## src/rtl/quad_enc_decoder.sv

```systemverilog
// quad_enc_decoder: receive-side quadrature decoder for one motor encoder.
//
// The raw A/B pins are synchronized, optionally glitch filtered, and decoded
// 4x into a signed position count. Velocity is the signed number of legal
// steps seen in a fixed window of WINDOW_CYCLES clocks, saturated to VEL_W.
//
// Optional feature: define QDEC_GLITCH_FILTER_EN to insert a per-channel
// stability filter (FILT_CYCLES consecutive cycles) after the synchronizers.
//
// Parameters:
//   POS_W         position counter width (two's complement)
//   VEL_W         velocity output width (two's complement)
//   WINDOW_CYCLES clk cycles per velocity window, >= 2
//   FILT_CYCLES   filter stability length, >= 1 (filter builds only)
//
// Ports:
//   clk        system clock
//   rst_n      asynchronous active-low reset
//   enc_a      raw encoder channel A (asynchronous)
//   enc_b      raw encoder channel B (asynchronous)
//   clr        synchronous clear of pos and err
//   pos        accumulated position in quadrature steps
//   vel        signed step count of the last completed window
//   vel_valid  one-cycle pulse when vel updates
//   dir        direction of the last legal step, 1 = forward
//   err        sticky illegal-transition flag

module quad_enc_decoder #(
    parameter int unsigned POS_W         = 32,
    parameter int unsigned VEL_W         = 16,
    parameter int unsigned WINDOW_CYCLES = 1_000_000,
    parameter int unsigned FILT_CYCLES   = 4
) (
    input  logic             clk,
    input  logic             rst_n,
    input  logic             enc_a,
    input  logic             enc_b,
    input  logic             clr,
    output logic [POS_W-1:0] pos,
    output logic [VEL_W-1:0] vel,
    output logic             vel_valid,
    output logic             dir,
    output logic             err
);

    localparam int unsigned WIN_W   = $clog2(WINDOW_CYCLES);
    // Accumulator must hold +/-WINDOW_CYCLES and still exceed the output range
    localparam int unsigned ACC_RAW = $clog2(WINDOW_CYCLES + 1) + 1;
    localparam int unsigned ACC_W   = (ACC_RAW > VEL_W) ? ACC_RAW : VEL_W + 1;

    localparam logic signed [ACC_W-1:0] VEL_MAX = ACC_W'((1 << (VEL_W - 1)) - 1);
    localparam logic signed [ACC_W-1:0] VEL_MIN = ~VEL_MAX;
    localparam logic [WIN_W-1:0]        WIN_LAST = WIN_W'(WINDOW_CYCLES - 1);

    // Elaboration-time parameter sanity checks
    if (WINDOW_CYCLES < 2) begin : g_win_chk
        $error("WINDOW_CYCLES must be >= 2");
    end
    if (FILT_CYCLES < 1) begin : g_filt_chk
        $error("FILT_CYCLES must be >= 1");
    end

    // ------------------------------------------------------------------
    // Two-flop synchronizer; bit 1 = A, bit 0 = B
    // ------------------------------------------------------------------
    logic [1:0] sync1_q;
    logic [1:0] sync2_q;
    // Tracks how far real pin data has propagated into the synchronizer
    logic [1:0] sync_vld_q;

    always_ff @(posedge clk or negedge rst_n) begin
        if (!rst_n) begin
            sync1_q    <= 2'b00;
            sync2_q    <= 2'b00;
            sync_vld_q <= 2'b00;
        end else begin
            sync1_q    <= {enc_a, enc_b};
            sync2_q    <= sync1_q;
            sync_vld_q <= {sync_vld_q[0], 1'b1};
        end
    end

    logic [1:0] dec_in;
    logic       dec_vld;

`ifdef QDEC_GLITCH_FILTER_EN
    // ------------------------------------------------------------------
    // Per-channel stability filter
    // ------------------------------------------------------------------
    localparam int unsigned FC_W = $clog2(FILT_CYCLES) + 1;
    localparam logic [FC_W-1:0] FC_LAST = FC_W'(FILT_CYCLES - 1);

    logic       filt_init_q;
    logic [1:0] filt_v;

    // Filter is seeded from the first valid synchronized sample
    always_ff @(posedge clk or negedge rst_n) begin
        if (!rst_n) begin
            filt_init_q <= 1'b0;
        end else if (sync_vld_q[1]) begin
            filt_init_q <= 1'b1;
        end
    end

    for (genvar ch = 0; ch < 2; ch++) begin : g_filt
        logic            f_q;
        logic            f_d;
        logic [FC_W-1:0] cnt_q;
        logic [FC_W-1:0] cnt_d;

        // Output flips only after FILT_CYCLES consecutive differing cycles
        always_comb begin
            f_d   = f_q;
            cnt_d = '0;
            if (!filt_init_q) begin
                f_d = sync2_q[ch];
            end else if (sync2_q[ch] != f_q) begin
                if (cnt_q == FC_LAST) begin
                    f_d = sync2_q[ch];
                end else begin
                    cnt_d = cnt_q + FC_W'(1);
                end
            end
        end

        always_ff @(posedge clk or negedge rst_n) begin
            if (!rst_n) begin
                f_q   <= 1'b0;
                cnt_q <= '0;
            end else begin
                f_q   <= f_d;
                cnt_q <= cnt_d;
            end
        end

        assign filt_v[ch] = f_q;
    end

    assign dec_in  = filt_v;
    assign dec_vld = filt_init_q;
`else
    assign dec_in  = sync2_q;
    assign dec_vld = sync_vld_q[1];
`endif

    // ------------------------------------------------------------------
    // Decoder, position, direction, error and velocity state
    // ------------------------------------------------------------------
    logic [1:0]              prev_q,      prev_d;
    logic                    primed_q,    primed_d;
    logic [POS_W-1:0]        pos_q,       pos_d;
    logic                    dir_q,       dir_d;
    logic                    err_q,       err_d;
    logic [WIN_W-1:0]        win_q,       win_d;
    logic signed [ACC_W-1:0] acc_q,       acc_d;
    logic [VEL_W-1:0]        vel_q,       vel_d;
    logic                    vel_valid_q, vel_valid_d;

    logic                    step_fwd;
    logic                    step_rev;
    logic                    illegal;
    logic signed [ACC_W-1:0] acc_step;

    // Classify the transition prev -> dec_in; nothing counts until primed
    always_comb begin
        step_fwd = 1'b0;
        step_rev = 1'b0;
        illegal  = 1'b0;
        if (primed_q && dec_vld) begin
            case ({prev_q, dec_in})
                4'b00_10, 4'b10_11, 4'b11_01, 4'b01_00: step_fwd = 1'b1;
                4'b10_00, 4'b11_10, 4'b01_11, 4'b00_01: step_rev = 1'b1;
                4'b00_11, 4'b11_00, 4'b10_01, 4'b01_10: illegal  = 1'b1;
                default: ;
            endcase
        end
    end

    // Next-state logic for position, flags and velocity window
    always_comb begin
        prev_d      = prev_q;
        primed_d    = primed_q;
        pos_d       = pos_q;
        dir_d       = dir_q;
        err_d       = err_q;
        win_d       = win_q + WIN_W'(1);
        acc_d       = acc_q;
        vel_d       = vel_q;
        vel_valid_d = 1'b0;
        acc_step    = acc_q;

        // First valid sample only seeds prev; later samples always track
        if (dec_vld) begin
            prev_d   = dec_in;
            primed_d = 1'b1;
        end

        // Accumulator counts every legal step, independent of clr
        if (step_fwd) begin
            acc_step = acc_q + ACC_W'(1);
        end else if (step_rev) begin
            acc_step = acc_q - ACC_W'(1);
        end

        // clr wins over a coincident step: the step is dropped from pos
        if (clr) begin
            pos_d = '0;
            err_d = 1'b0;
        end else begin
            if (step_fwd) begin
                pos_d = pos_q + POS_W'(1);
                dir_d = 1'b1;
            end else if (step_rev) begin
                pos_d = pos_q - POS_W'(1);
                dir_d = 1'b0;
            end
            if (illegal) begin
                err_d = 1'b1;
            end
        end

        // Terminal count: publish saturated window total and restart
        if (win_q == WIN_LAST) begin
            win_d       = '0;
            acc_d       = '0;
            vel_valid_d = 1'b1;
            if (acc_step > VEL_MAX) begin
                vel_d = VEL_MAX[VEL_W-1:0];
            end else if (acc_step < VEL_MIN) begin
                vel_d = VEL_MIN[VEL_W-1:0];
            end else begin
                vel_d = acc_step[VEL_W-1:0];
            end
        end else begin
            acc_d = acc_step;
        end
    end

    always_ff @(posedge clk or negedge rst_n) begin
        if (!rst_n) begin
            prev_q      <= 2'b00;
            primed_q    <= 1'b0;
            pos_q       <= '0;
            dir_q       <= 1'b1;
            err_q       <= 1'b0;
            win_q       <= '0;
            acc_q       <= '0;
            vel_q       <= '0;
            vel_valid_q <= 1'b0;
        end else begin
            prev_q      <= prev_d;
            primed_q    <= primed_d;
            pos_q       <= pos_d;
            dir_q       <= dir_d;
            err_q       <= err_d;
            win_q       <= win_d;
            acc_q       <= acc_d;
            vel_q       <= vel_d;
            vel_valid_q <= vel_valid_d;
        end
    end

    assign pos       = pos_q;
    assign vel       = vel_q;
    assign vel_valid = vel_valid_q;
    assign dir       = dir_q;
    assign err       = err_q;

endmodule

```

## config.mk

```make
export PLATFORM = sky130hd
export DESIGN_NAME = quad_enc_decoder
export DESIGN_NICKNAME = d
export VERILOG_FILES = /design/src/rtl/quad_enc_decoder.sv
export SDC_FILE = /design/constraint.sdc
export NUM_CORES = 1
export LEC_CHECK = 0
export CAP_MARGIN = 5
export CORE_ASPECT_RATIO = 1.2
export CORE_MARGIN = 1.5
export CORE_UTILIZATION = 55
export CTS_BUF_LIST = sky130_fd_sc_hd__clkbuf_2
export CTS_CLUSTER_SIZE = 20
export DETAILED_ROUTE_END_ITERATION = 12
export PLACE_DENSITY_LB_ADDON = 0.2
export RECOVER_POWER = 25
export SETUP_SLACK_MARGIN = 0.05
export SLEW_MARGIN = 20
export SYNTH_ARGS = -nofsm -noshare
export SYNTH_HDL_FRONTEND = slang
export SYNTH_SLANG_ARGS = --single-unit
```

## constraint.sdc

```tcl
create_clock -name clk -period 12.33 [get_ports clk]
set_input_delay 1.233 -clock clk [delete_from_list [all_inputs] [get_ports clk]]
set_output_delay 1.233 -clock clk [all_outputs]
set_load 0.1 [all_outputs]
```

* Yosys cells after proc, flatten, opt, wreduce, memory -nomap -nowiden
Index checks and enable logic that the tools add are counted.
** Storage, ports and cells
- Bits in registers :: 101
- Input bits :: 5
- Output and inout port bits :: 51
- Word-level logic and storage cells :: 61
** Operators by class
- $add $sub $neg :: 5
- Order comparisons :: 2
- Equal/unequal tests :: 13
- Mux-type cells :: 20
- Bitwise logic cells :: 1
- Reductions and logical operators :: 8
** Operator list (count)
- two-way mux 32 bit :: 3
- two-way mux 21 bit :: 3
- adder 32 x 1 -> 32 bit (second input constant) :: 1
- two-way mux 16 bit :: 2
- subtractor 32 x 1 -> 32 bit (second input constant) :: 1
- == test 4 bit (second input constant) :: 6
- adder 21 x 2 -> 21 bit (second input constant) :: 1
- greater-than comparator 21 x 16 -> 1 bit (second input constant) :: 1
- less-than comparator 21 x 16 -> 1 bit (second input constant) :: 1
- subtractor 21 x 2 -> 21 bit (second input constant) :: 1
- adder 20 x 1 -> 20 bit (second input constant) :: 1
- == test 20 bit (second input constant) :: 1
- two-way mux 20 bit :: 1
- == test 4 x 3 -> 1 bit (second input constant) :: 3
- OR reduction 4 bit :: 3
- two-way mux 1 bit :: 11
- == test 4 x 2 -> 1 bit (second input constant) :: 2
- == test 4 x 1 -> 1 bit (second input constant) :: 1
- nonzero test 2 bit :: 2
- nonzero test 3 bit :: 1
- AND reduction 2 bit :: 1
- logical AND 1 bit :: 1
- NOT 1 bit :: 1

* Longest topological paths before layout
- Depth in word-level cells :: 9
- Gate-level depth with buffers :: 15
- Mapped depth without buffers :: 13

* Worst setup path after synthesis
No wires, ideal clock.
- Path type :: reg-to-reg
- Start point :: register sync_vld_q[1]
- End point :: register pos_q[31] (netlist: pos[31])
- Library setup time :: 128 ps
- Arrival :: 4409 ps
- Required time :: 12202 ps
- Path slack :: 7793 ps
- Cell stages (with the launch flop) :: 14
- Path buffers :: 1
- Period minus slack after synthesis :: 4537 ps
- Cell sequence :: dfrtp_1 > and2_1 > buf_2 > nand3_1 > ha_1 > and3_1 > a2111oi_2 > a221oi_1 > a22o_1 > a2111oi_2 > o21bai_1 > a31o_1 > a211oi_1 > mux2_1
** Between the ends
- Word-level cells in the longest chain between the ends :: 4
- Elaborated cells on any way between the ends :: 6
- Those cells by class :: 4 x mux; 2 x reduce/logical
** Ends and longest elaborated chain
- start: declaration :: RTL line 69 : logic [1:0] sync_vld_q;
- start signal: assignment :: RTL line 79 : sync_vld_q <= {sync_vld_q[0], 1'b1};
- logical AND 1 bit * :: RTL line 169 : if (primed_q && dec_vld) begin
- two-way mux 1 bit :: RTL line 169
- two-way mux 32 bit :: RTL line 210 : if (step_fwd) begin
- two-way mux 32 bit :: RTL line 206 : if (clr) begin
- end signal: assignment :: RTL line 253 : pos_q <= pos_d;
- end: declaration :: RTL line 151 : logic [POS_W-1:0] pos_q, pos_d;
Mark *: on every way between the ends. The rest lies on a longest branch, timed or not.
A chain may end at the register's enable or synchronous reset.

* Worst setup path in the final report
Same ends and word-level chain as after synthesis.

==> implementation parameters <==
Parameter                              Value

Outcome
  Outcome    finished with violations
  Failing checks    capacitance limit, slew limit

Clock network
  Clock latency on the worst-skew pair    0.59 ns
  Clk Tree Root Cell    clkbuf_2
  Post-CTS sizing    0
  Number of buffers created by CTS    9
  Clock edge transition at the registers on the reported setup and hold paths    0.28 ns
  Setup Fix Bufs, Post-CTS    0
  CTS HTree Levels    3
  Clock Sinks    101
  Number of buffers inserted by hold repair at cts    0
  Bufs on Longest Clock Path    2
  TritonCTS clock tree    done

Timing
  Post-route setup TNS    0 ns
  Count of final hold-check violations    0
  Portion of the clock cycle consumed by the worst path in the final layout    0.3536
  Final-report max-slew violation count    49
  Number of endpoints failing setup at the final stage    0
  Setup repair after global routing missed its margin    false
  Shortest period the worst path allows    ~4.4 ns
  Measured slew at the worst slew-check pin    between 2 and 3 ns
  Worst setup skew after layout    around 0.024 ns
  Tightest slew margin relative to the limit    -0.7586
  Peak clock frequency supported by timing    roughly 230 MHz

Detailed routing
  Final routed DRC violation total    0
  Routed wire per std cell    about 16 µm
  Starting DRC count in detailed routing    around 210
  Final WL    roughly 14,000 µm
  Post-route antenna net violation count    0
  DR pass1 iterations    4
  Via total after detailed routing    ~5,000
  Vias per cell    6.073

Die
  Ports placed on the boundary    56
  Die area    11,960 µm²
  Number of placement rows    42
  Initial core utilization    0.5638
  Die span in y    ~120 µm
  Die extent in x    around 100 µm
  Core ar.    between 10,000 and 15,000 µm²

Placed design
  Routability Congestion    ~0.91
  HPWL after DPL    roughly 10000 µm
  Number of port buffers    55
  Placed Instances    830

Synth
  Unique masters post-synth    between 60 and 70
  Warning count from the yosys run    0
  FF+latch count, synth    ~100
  Average cell area after synthesis    about 9.4 µm²
  Post-synth EDFFs    0
  Async set-or-reset flop fraction in the synthesized netlist    1.000
  Post-Syn Nets    approximately 700
  Part of the Yosys area used for sequential elements    0.4064
  Post-synthesis instance area    6222 µm²
  Main synth FF type    dfrtp_1
  Cells after Synth    approximately 660

Layout
  Area grow syn2layout    12.59%
  Nets    between 700 and 800
  Most frequent cells in the layout    dfrtp_1 (100), nand2_1 (71), nor2_1 (55)
  Non-filler cells in the finished layout    between 800 and 900
  Antenna cells    0
  Fraction of layout instances using a drive strength above 1    0.07153
  Most frequent standard cell in the layout excluding fill and tap cells    dfrtp_1

Setup path
  Kind of launch point of the worst setup path    register
  Critical path data arrival time    approximately 4.9 ns
  Type of the setup path with the least slack    register to register
  Crit path capture type    register
  Worst endpoint required time    approximately 13 ns
  Maximum fanout count along the critical path    35

Global routing
  GR Util met3    0.02563
  Antenna violations before repair    0
  Number of global-route vias before repair    roughly 5,000
  Gr ovfl total    0
  Global-route track usage on met2    0.4349
  Met1 demand-to-capacity share in global routing    0.2951
  GRT busiest layer    met2
  GR Util All Layers    0.2438
  Pin count of the biggest net entering global routing    between 60 and 70
  Global-route wire length before repair    ~24,000 µm

Power
  Total power of the final layout    0.001760 W
  Static Leakage    around 3.1 nW
  Max VDD drop    approximately 110 µV
  Power density relative to cell area    about 250 nW/µm²

Job
  Number of max-cap violations    1

Min path
  Worst hold-check path type    register to register
==> logic make-up (layout without fill, tap and decap cells) <==
family / count (synthesis) / after routing / synth area share
buffers and inverters: 37 / 88 / 0.02574
AND/OR/NAND/NOR: 248 / 248 / 0.1961
flip-flops: 101 / 101 / 0.4064
XOR/XNOR: 60 / 60 / 0.08566
other: 1 / 1 / 0.0006027
multiplexers: 4 / 4 / 0.007038
AO/OA/AOI/OAI: 177 / 177 / 0.2089
adder cells (fa/ha/maj): 34 / 34 / 0.06958
==> layout make-up <==
cell class	instances	area, µm²
Clock buffer	9	45.04
Multi-Input combinational cell	524	3546
Timing Repair Buffer	62	593.1
Inverter	11	41.29
Clock inverter	6	86.33
Sequential cell	101	2529
Fill cell	940	4030
Tap cell	132	165.2
==> report_power, final <==
group / switching (W) / leakage (nW) / internal (W) / total, W
combinational: 0.000715 / 1.71 / 0.000387 / 0.00110
clock: 0.000115 / 0.0802 / 0.0000666 / 0.000182
sequential: 0.0000785 / 1.33 / 0.000398 / 0.000476
total: 0.000909 / 3.12 / 0.000851 / 0.00176
==> per-layer routing <==
| metal | wire [µm] | up-vias | part of all wire |
|---|---|---|---|
| met5 | 0 | - | 0 |
| met4 | 312 | 0 | 0.023 |
| met3 | 436 | 27 | 0.031 |
| met2 | 7174 | 118 | 0.52 |
| met1 | 5927 | 2492 | 0.43 |
| li1 | - | 2495 | - |
==> cells in the mapped netlist (6+ instances only) <==
library cell | number | share of area
o211ai_1 | 8 | 0.0097
o21a_1 | 22 | 0.027
nand4_1 | 15 | 0.015
nor2_1 | 55 | 0.033
dfrtp_1 | 100 | 0.40
inv_1 | 11 | 0.0066
a21o_1 | 15 | 0.018
nand3_1 | 27 | 0.022
xnor2_1 | 29 | 0.041
o211ai_2 | 10 | 0.020
o21ai_0 | 29 | 0.023
a21oi_1 | 38 | 0.031
clkbuf_1 | 18 | 0.011
and2_1 | 10 | 0.010
ha_1 | 33 | 0.066
a31oi_1 | 6 | 0.0060
nor2b_1 | 12 | 0.012
nor3_1 | 14 | 0.011
and3_1 | 14 | 0.014
xor2_1 | 30 | 0.042
nand2_1 | 71 | 0.043
==> flip-flops by register name, indices dropped and copies added, names as in the netlist, 2 cells and up <==
name and flops:
vel 16, pos 32, dec_in 2, sync_vld_q 2, win_q 20, prev_q 2
sync1_q 2, acc_q 21
==> worst max-delay path, stage by stage (launching register included) <==
cell and delay [ns]:
dfrtp_1 0.48, and2_1 0.22, nand3_1 0.10, buf_4 0.38, ha_1 0.38, and3_1 0.22
a2111oi_2 0.61, a221oi_1 0.27, a22o_1 0.26, a2111oi_2 0.39, o21bai_1 0.16, a31o_1 0.24
a211oi_1 0.24, mux2_1 0.34
==> stage by stage <==
step,area [µm²],hold WS (ns),util,setup slack (ns)
floorplan,6222,0.3312,-,7.793
global placement,6882,0.3355,0.6236,8.194
detailed placement,6882,0.3417,0.6236,8.028
CTS,7013,0.3942,0.6355,8.000
global route,7005,0.3994,0.6348,7.644
finish,7005,0.3877,0.6348,7.971
==> worst paths after layout <==
kind	from	end	slack [ns]	cells after the start
worst max-delay path	sync_vld_q[1]	pos[31]	7.97	13
worst min-delay path	sync_vld_q[0]	sync_vld_q[1]	0.39	0
worst max register to register	sync_vld_q[1]	pos[31]	7.97	13
worst min register to register	sync_vld_q[0]	sync_vld_q[1]	0.39	0
max in group asynchronous	rst_n	acc_q[12]	9.11	2
min in group asynchronous	rst_n	pos[17]	1.41	1
Power figures use the tool's default switching activity.
